<file path="config.mk">
export PLATFORM = sky130hd
export DESIGN_NAME = bip_control
export DESIGN_NICKNAME = d
export VERILOG_FILES = /design/src/rtl/bip_pkg.sv /design/src/rtl/program_counter.sv /design/src/rtl/bip_control.sv
export SDC_FILE = /design/constraint.sdc
export NUM_CORES = 1
export LEC_CHECK = 0
export ABC_CLOCK_PERIOD_IN_PS = 2800
export BUFFER_PORTS_ARGS = -buffer_cell sky130_fd_sc_hd__buf_2
export CORE_ASPECT_RATIO = 1.75
export CORE_UTILIZATION = 40
export DETAILED_ROUTE_END_ITERATION = 10
export GPL_TIMING_DRIVEN = 0
export PLACE_DENSITY = 0.65
export SLEW_MARGIN = 20
export SYNTH_ARGS = -nofsm -noshare
export SYNTH_HDL_FRONTEND = slang
export SYNTH_SLANG_ARGS = --single-unit
</file>
<file path="constraint.sdc">
create_clock -name clk -period 2.8 [get_ports clk]
set_input_delay 0.28 -clock clk [delete_from_list [all_inputs] [get_ports clk]]
set_output_delay 0.28 -clock clk [all_outputs]
set_load 0.02 [all_outputs]
</file>
<file path="src/rtl/bip_pkg.sv">
// rtl/bip_pkg.sv - shared opcodes, state encoding and select codes for bip_control
package bip_pkg;

    localparam logic [4:0] OPC_HLT  = 5'b00000;
    localparam logic [4:0] OPC_STO  = 5'b00001;
    localparam logic [4:0] OPC_LD   = 5'b00010;
    localparam logic [4:0] OPC_LDI  = 5'b00011;
    localparam logic [4:0] OPC_ADD  = 5'b00100;
    localparam logic [4:0] OPC_ADDI = 5'b00101;
    localparam logic [4:0] OPC_SUB  = 5'b00110;
    localparam logic [4:0] OPC_SUBI = 5'b00111;

    localparam logic [1:0] SEL_ALU = 2'd0;
    localparam logic [1:0] SEL_IMM = 2'd1;
    localparam logic [1:0] SEL_MEM = 2'd2;

    localparam logic SELB_IMM = 1'b0;
    localparam logic SELB_MEM = 1'b1;

    localparam logic OP_ADD = 1'b1;
    localparam logic OP_SUB = 1'b0;

    typedef enum logic [2:0] {
        S_IDLE   = 3'd0,
        S_FETCH  = 3'd1,
        S_DECODE = 3'd2,
        S_MEM    = 3'd3,
        S_WB     = 3'd4,
        S_HALT   = 3'd5
    } state_t;

    // Where an opcode goes after DECODE; unknown opcodes fall through as NOP.
    function automatic state_t decode_target(input logic [4:0] opc);
        case (opc)
            OPC_STO, OPC_LD, OPC_ADD, OPC_SUB: return S_MEM;
            OPC_LDI, OPC_ADDI, OPC_SUBI:       return S_WB;
            OPC_HLT:                           return S_HALT;
            default:                           return S_FETCH;
        endcase
    endfunction

endpackage

</file>
<file path="src/rtl/program_counter.sv">
// rtl/program_counter.sv - program counter with clear, increment and natural wrap
module program_counter #(
    parameter int PC_W = 11
) (
    input  logic            clk,
    input  logic            Clear_n,
    input  logic            clear,
    input  logic            inc,
    output logic [PC_W-1:0] Pc
);

    localparam logic [PC_W-1:0] PC_ONE = {{(PC_W-1){1'b0}}, 1'b1};

    // Clear has priority over increment; the add wraps at 2^PC_W.
    always_ff @(posedge clk or negedge Clear_n) begin
        if (!Clear_n) begin
            Pc <= '0;
        end else if (clear) begin
            Pc <= '0;
        end else if (inc) begin
            Pc <= Pc + PC_ONE;
        end
    end

endmodule

</file>
<file path="src/rtl/bip_control.sv">
// rtl/bip_control.sv - multi-cycle control unit for the accumulator processor
module bip_control
    import bip_pkg::*;
#(
    parameter int PC_W  = 11,
    parameter int CNT_W = 16
) (
    input  logic             clk,
    input  logic             Clear_n,
    input  logic             Start,
    input  logic [15:0]      Instr,
    output logic [PC_W-1:0]  Pc,
    output logic [10:0]      Addr,
    output logic [1:0]       SelA,
    output logic             SelB,
    output logic             Op,
    output logic             WrAcc,
    output logic             AccClear,
    output logic             RdRam,
    output logic             WrRam,
    output logic             Halted,
    output logic [CNT_W-1:0] CycleCount
);

    localparam logic [CNT_W-1:0] CNT_ONE = {{(CNT_W-1){1'b0}}, 1'b1};

    state_t      state, state_next;
    logic [15:0] ir;
    logic        armed;
    logic        start_ok;
    logic        pc_clear;
    logic        pc_inc;
    logic [4:0]  ir_opc;

    assign ir_opc = ir[15:11];
    assign Addr   = ir[10:0];
    // A Start coinciding with reset release is dropped: armed is still 0 on that edge.
    assign start_ok = Start && armed;

    program_counter #(.PC_W(PC_W)) u_pc (
        .clk     (clk),
        .Clear_n (Clear_n),
        .clear   (pc_clear),
        .inc     (pc_inc),
        .Pc      (Pc)
    );

    // State, instruction register and the post-reset arm flag.
    always_ff @(posedge clk or negedge Clear_n) begin
        if (!Clear_n) begin
            state <= S_IDLE;
            ir    <= '0;
            armed <= 1'b0;
        end else begin
            state <= state_next;
            armed <= 1'b1;
            if (state == S_DECODE) begin
                ir <= Instr;
            end
        end
    end

    // Cycle counter: cleared on Start, counts active cycles, saturates at all-ones.
    always_ff @(posedge clk or negedge Clear_n) begin
        if (!Clear_n) begin
            CycleCount <= '0;
        end else if (state == S_IDLE) begin
            if (start_ok) begin
                CycleCount <= '0;
            end
        end else if (state != S_HALT && CycleCount != {CNT_W{1'b1}}) begin
            CycleCount <= CycleCount + CNT_ONE;
        end
    end

    // Next-state and Moore output decode from state and IR.
    always_comb begin
        state_next = state;
        pc_clear   = 1'b0;
        pc_inc     = 1'b0;
        SelA       = SEL_ALU;
        SelB       = SELB_IMM;
        Op         = OP_SUB;
        WrAcc      = 1'b0;
        RdRam      = 1'b0;
        WrRam      = 1'b0;
        AccClear   = 1'b0;
        Halted     = 1'b0;
        case (state)
            S_IDLE: begin
                AccClear = 1'b1;
                if (start_ok) begin
                    state_next = S_FETCH;
                    pc_clear   = 1'b1;
                end
            end
            S_FETCH: begin
                state_next = S_DECODE;
            end
            S_DECODE: begin
                // IR is loaded on this edge, so decode straight from the memory output.
                state_next = decode_target(Instr[15:11]);
                if (decode_target(Instr[15:11]) == S_FETCH) begin
                    pc_inc = 1'b1;
                end
            end
            S_MEM: begin
                if (ir_opc == OPC_STO) begin
                    WrRam      = 1'b1;
                    state_next = S_FETCH;
                    pc_inc     = 1'b1;
                end else begin
                    RdRam      = 1'b1;
                    state_next = S_WB;
                end
            end
            S_WB: begin
                WrAcc      = 1'b1;
                state_next = S_FETCH;
                pc_inc     = 1'b1;
                case (ir_opc)
                    OPC_LD:   SelA = SEL_MEM;
                    OPC_LDI:  SelA = SEL_IMM;
                    OPC_ADD:  begin SelB = SELB_MEM; Op = OP_ADD; end
                    OPC_ADDI: begin SelB = SELB_IMM; Op = OP_ADD; end
                    OPC_SUB:  begin SelB = SELB_MEM; Op = OP_SUB; end
                    default:  begin SelB = SELB_IMM; Op = OP_SUB; end
                endcase
            end
            S_HALT: begin
                Halted = 1'b1;
            end
            default: begin
                state_next = S_IDLE;
            end
        endcase
    end

endmodule

</file>
Word level (Yosys, flattened, before mapping)

Memory sizes are Yosys's and may differ from the RTL's.
Index checks and enable logic that the tools add are counted.

Add/subtract/negate cells: 2
Eq/ne operators: 15
Multiplexer cells: 28
Bitwise gates (word level): 1
Reduce and logical (&&, ||, !) cells: 10

Operators by type and width:

| cell                                           | count |
|---|---|
| 2-to-1 mux 16 bit                              | 3 |
| 2-to-1 mux 11 bit                              | 2 |
| case mux 3 bit (6 select lines)                | 1 |
| adder 16 x 1 -> 16 bit (second input constant) | 1 |
| != test 16 bit (second input constant)         | 1 |
| == test 5 x 3 -> 1 bit (second input constant) | 3 |
| 2-to-1 mux 3 bit                               | 5 |
| 2-to-1 mux 1 bit                               | 14 |
| adder 11 x 1 -> 11 bit (second input constant) | 1 |
| == test 5 x 2 -> 1 bit (second input constant) | 2 |
| == test 3 x 1 -> 1 bit (second input constant) | 2 |
| == test 3 x 2 -> 1 bit (second input constant) | 2 |
| == test 3 bit (second input constant)          | 2 |
| == test 5 x 1 -> 1 bit (second input constant) | 1 |
| case mux 2 bit (2 select lines)                | 1 |
| AND reduction 2 bit                            | 2 |
| nonzero test 2 bit                             | 2 |
| OR reduction 2 bit                             | 2 |
| zero test 3 bit                                | 1 |
| != test 3 bit (second input constant)          | 1 |
| case mux 1 bit (3 select lines)                | 1 |
| logical AND 1 bit                              | 2 |
| zero test 2 bit                                | 1 |
| 2-to-1 mux 2 bit                               | 1 |
| other kinds (2)                                | 2 |

Register bits: 47
Memory bits (read-only): 48
Input port bits: 19
Memories: 2

Memory list:

| name             | words | width | rd ports | clocked after Yosys merged registers in | wr ports | line          | source |
|---|---|---|---|---|---|---|---|
| (name not given) | 8     | 3     | 1        | 0                                       | 0        | bip_pkg.sv:34 | `case (opc)` |
| (name not given) | 8     | 3     | 1        | 0                                       | 0        | bip_pkg.sv:34 |  |

Depth between registers and ports, before layout

Word-level depth: 8
Depth in mapped cells: 7
Mapped depth without buffers: 6

Modules after synthesis

A second synthesis with hierarchy kept.

Cells, all modules: 250
Area, all modules: 2507.4 µm²

Modules (own cells, without submodules):

| module          | instances | cells each | area an instance (µm²) |
|---|---|---|---|
| bip_control     | 1         | 196        | 1950.6 |
| program_counter | 1         | 54         | 556.8 |

Least setup slack after synthesis

Ideal clock, no wire load.

Kind: flip-flop to flip-flop
Start: register CycleCount[0]
End: register CycleCount[12]
Setup time: 132 ps
Arrival time: 1866 ps
Required time: 2668 ps
Setup slack: 803 ps
Cell stages (with the launch flop): 8
Path buffers: 1
Path through: dfrtp_1 ha_1 nand4_2 nor4_4 nor2_2 buf_2 a21oi_1 mux2i_1

Longest elaborated chain between the ends: 4
Elaborated cells on any way between the ends: 7
Classes of those cells: 1 x add/sub; 1 x eq/ne; 2 x mux; 3 x reduce/logical

Ends and longest elaborated chain:

| item                                                           | line              | source |
|---|---|---|
| start: declaration                                             | bip_control.sv:22 | `output logic [CNT_W-1:0] CycleCount` |
| start signal: assignment                                       | bip_control.sv:72 | `CycleCount <= CycleCount + CNT_ONE;` |
| branches (longest 4 deep; another with adder 16 x 1 -> 16 bit) | -                 |  |

Several ways; the timed one is not identified. The select of a mux whose other input is x is not followed.
A chain may end at the register's enable or synchronous reset.

Final worst setup path

Same ends and word-level chain as after synthesis.

==> results by stage <==
Clock network:
- For this design, the CTS-stage hold fixing added 0 buffers.
- The number of buffers added for setup after CTS is 0.
- The TritonCTS clock tree is yes.
- The H-tree generated during clock tree synthesis spans 2 levels.
- Gates resized during post-CTS repair numbered 0.
- The number of clock buffers inserted by TritonCTS is 5.
- Clock-pin slew was measured on the worst setup and hold paths at approximately 0.090 ns.
- At the later pin of the worst-skew pair, clock insertion delay measures 0.30 ns.
- The root cell of the clock tree is clkbuf_8.
- The clock tree buffer depth is 2.
- The tree built by TritonCTS fans out to 47 sinks.

Route:
- The routed via count is 2169.
- The post-route DRC violation count is 0.
- In the final routed layout, each cell accounts on average for 13.8 µm.
- The count of TritonRoute iterations in the first routing pass is 4.
- After detailed routing, the number of vias per cell comes to 5.40.
- After the first detailed-routing iteration, the DRC count stood at 103.
- The overall routed net length is around 5.5 mm.
- The number of nets with antenna violations after detailed routing is 0.

Min path:
- The worst hold path belongs to the class primary input to async pin.

Place:
- The count of buffers from port buffering is 65.
- The half-perimeter wire length of the detailed placement result is 4.02 mm.
- The worst slack at placement is between 0.6 and 0.7 ns.
- The congestion estimate from routability-driven global placement came to approximately 0.8.
- In this run, placement finished with an instance count of 394.

Yosys:
- The most used standard cell by instance count after synthesis is dfrtp_1.
- After synthesis, the largest area contributor takes up 46.6% of total cell area.
- Ranked by total cell area, the synthesized netlist is headed by dfrtp_1 47%, mux2_2 7.1%, o21ai_0 4.0%, buf_4 3.3%, a21oi_1 2.8%.
- During synthesis, Yosys emitted a total of 0 warnings.
- The multiplexer fraction of the synthesized cell area is 8.33%.
- The compound-cell area share of the yosys netlist is 16.1%.
- The main combinational cell family by area after synthesis is simple AND/OR/NAND/NOR gates.
- Synthesis instantiated 52 different standard cells from the library.
- The net count after synthesis is 273.
- The synthesized flop and latch total is 47.
- The number of synthesized flops with an enable pin is 0.
- The adder-cell share of the synthesized area is 1.49%.
- Synthesis handed over a netlist of 251 instances.
- The proportion of synthesized chip area in sequential cells is 46.6%.
- Summing the areas of all and, or, nand and nor instances in the mapped netlist gives about a fifth of the synthesized area.
- The post-synthesis instance area is roughly 2500 µm².
- The average cell area after synthesis is about 10 µm².
- The share of flip-flops with an asynchronous set or reset is 100%.
- In the synthesized netlist, the cells that appear most often are 47 x dfrtp_1, 20 x o21ai_0, 17 x nand2_1.
- Summed over all instances, the cell type with the most area after synthesis is dfrtp_1.
- The most used flip-flop cell after synthesis is dfrtp_1.
- The synthesized netlist devotes 0.347% of its cell area to XOR and XNOR gates.

Floorplanning:
- Measured along the x axis, the die boundary spans about 62 µm.
- From bottom edge to top edge, the die measures 107 µm.
- The number of placement rows is 37.
- The top-level I/O count is 66.
- The starting utilization of the core area is 42.2%.
- The floorplan step defined a die boundary enclosing 6640 µm².
- The floorplan step defined a core boundary enclosing 5970 µm².

Power and ir drop:
- The net switching power is about 1.3 mW.
- The cell-internal power is 1.76 mW.
- Total power for the finished layout comes to 3.07 mW.
- Of the total power, the clock network draws 14.3%.
- Across the VDD grid, the largest voltage drop is between 500 and 600 µV.
- Net switching is roughly 43% of the power.
- The leakage component of the power is 1.47 nW.
- The logic gate share of total power is roughly half.
- Dividing total power by cell area gives a power density of 1010 nW/µm².
- The fraction of power consumed by sequential logic is 35.1%.

Worst setup path:
- The type of destination of the critical path is a register.
- Along the worst path, the maximum fanout reaches 10.
- The worst register-to-register path has a depth of 7.
- The endpoint required time on the critical path is roughly 3.0 ns.
- The endpoint of the worst-slack reg-to-reg timing path is CycleCount[12].
- The slack of the worst reg-to-reg path is between 0.6 and 0.7 ns.
- The type of element launching the critical path is a register.
- The startpoint identified for the worst register-to-register timing path is CycleCount[0].
- The critical path in this run is classified as register to register.
- At the worst endpoint, the arrival time is between 2 and 2.5 ns.

Finish:
- The core occupancy in the finished layout is 51.0%.
- The number of nets in the final layout is 345.
- The area growth from synthesis to final layout is 20.8%.
- In the final layout, the share of cells above drive strength 1 is 37.7%.
- After the flow finishes, the layout carries non-filler instances totaling 402.
- The count of antenna diodes in the layout is 0.
- The number of fillers in the final layout is between 500 and 600.
- The combined area of the multi-input logic cells is between 1000 and 1500 µm².
- The sequential standard cell area is 1180 µm².

Timing:
- The worst path needs 2.18 ns of the cycle, external delays included.
- For the pin with the worst max-slew slack, the measured transition is 0.716 ns.
- The worst path uses about four fifths of the clock period.
- Across all hold checks on the routed design, the worst slack comes to -0.0189 ns.
- On the final layout, the worst clock skew is 0.00850 ns.
- The number of slew-limit violations in the final report was 0.
- Setup repair after global routing left no endpoint under its margin.
- The worst-case headroom to the max-slew limit is 52.0%.
- The final setup violation count is 0.
- Setup total negative slack on the finished layout was measured at 0 ns.
- The final worst setup slack is 0.616 ns.
- The number of hold-slack violations in the final timing report is 45.
- The maximum operating frequency is roughly 460 MHz.

GRT:
- The first global-routing pass estimated approximately 9.4 mm of wire.
- The via count of the first global-routing pass is between 2000 and 2500.
- The overall routing resource usage is 18.5%.
- Entering global routing, the biggest net connects 48 pins.
- The initial antenna violation count is 0.
- After global routing the overflow that remains totals 0.

Outcome:
- The flow ran to the end, but the final reports show violations.
- The checks that failed: negative hold slack.

Flow run:
- The number of max-cap violations is 0.
[logic make-up (layout without fill, tap and decap cells)]
family | Yosys count | count (layout)
flops | 47 | 47
other cells | 1 | 1
xor+xnor | 1 | 1
simple gates | 90 | 90
buf+inv | 26 | 99
mux | 19 | 19
compound gates | 64 | 64
fa+ha+maj | 3 | 3
[stage by stage]
stage	cell area [µm²]	hold WS (ns)
after floorplan	2520	-0.0156
after global placement	2950	0.489
after detailed placement	2950	0.497
after CTS	3040	0.196
after global routing	3050	0.0215
final	3050	-0.0189
[state kept, by name, indices dropped and copies added (netlist names)]
name / flops
u_pc.Pc: 11
state: 3
ir: 16
CycleCount: 16
armed: 1
[metal layers]
layer | GRT usage, % | up-vias | share of wire, %
li1 | - | 1065 | -
met1 | 23.3 | 1049 | 43
met2 | 30.9 | 49 | 52
met3 | 3.02 | 6 | 3.4
met4 | 6.35 | 0 | 1.7
met5 | 0 | - | 0
[worst max-delay path, stage by stage, from the launching register on]
cell and delay [ns]:
dfrtp_1 0.45, ha_1 0.29, nand4_2 0.16, nor4_4 0.55, nor2_2 0.17, buf_2 0.23, a21oi_1 0.15, mux2i_1 0.08
[power groups by stage]
| stage | clock network (mW) | logic [mW] | registers, mW |
|---|---|---|---|
| final | 0.440 | 1.56 | 1.08 |
| after global routing | 0.486 | 1.74 | 1.12 |
| after CTS | 0.461 | 1.57 | 1.08 |
| after detailed placement | 0 | 1.57 | 1.09 |
| after global placement | 0 | 1.54 | 1.08 |
| after floorplan | 0 | 1.09 | 1.14 |
[area by class of cell]
| type | count | area share, % |
|---|---|---|
| Multi-Input combinational cell | 178 | 39.0 |
| Sequential cell | 47 | 38.6 |
| Timing Repair Buffer | 65 | 10.8 |
| Buffer | 21 | 4.56 |
| Tap cell | 78 | 3.20 |
| Clock buffer | 6 | 2.71 |
| Inverter | 5 | 0.616 |
| Clock inverter | 2 | 0.534 |
[worst max path at each step]
stage | from | endpoint | cells after the start
after floorplan | CycleCount[0] | CycleCount[12] | 7
after global placement | CycleCount[0] | CycleCount[10] | 7
after detailed placement | CycleCount[0] | CycleCount[12] | 7
after CTS | CycleCount[0] | CycleCount[8] | 7
after global routing | CycleCount[0] | CycleCount[12] | 7
final | CycleCount[0] | CycleCount[12] | 7
[layout by cell type (no fill, tap or decap), types with 12 or more instances in the layout]
master and n:
buf_2 72, dfrtp_1 47, o21ai_0 20, nand2_1 17
mux2_2 16, nor2_1 15, a21oi_1 14, nand3_1 12
buf_4 12
No activity file was read; power rests on OpenSTA's default activity.
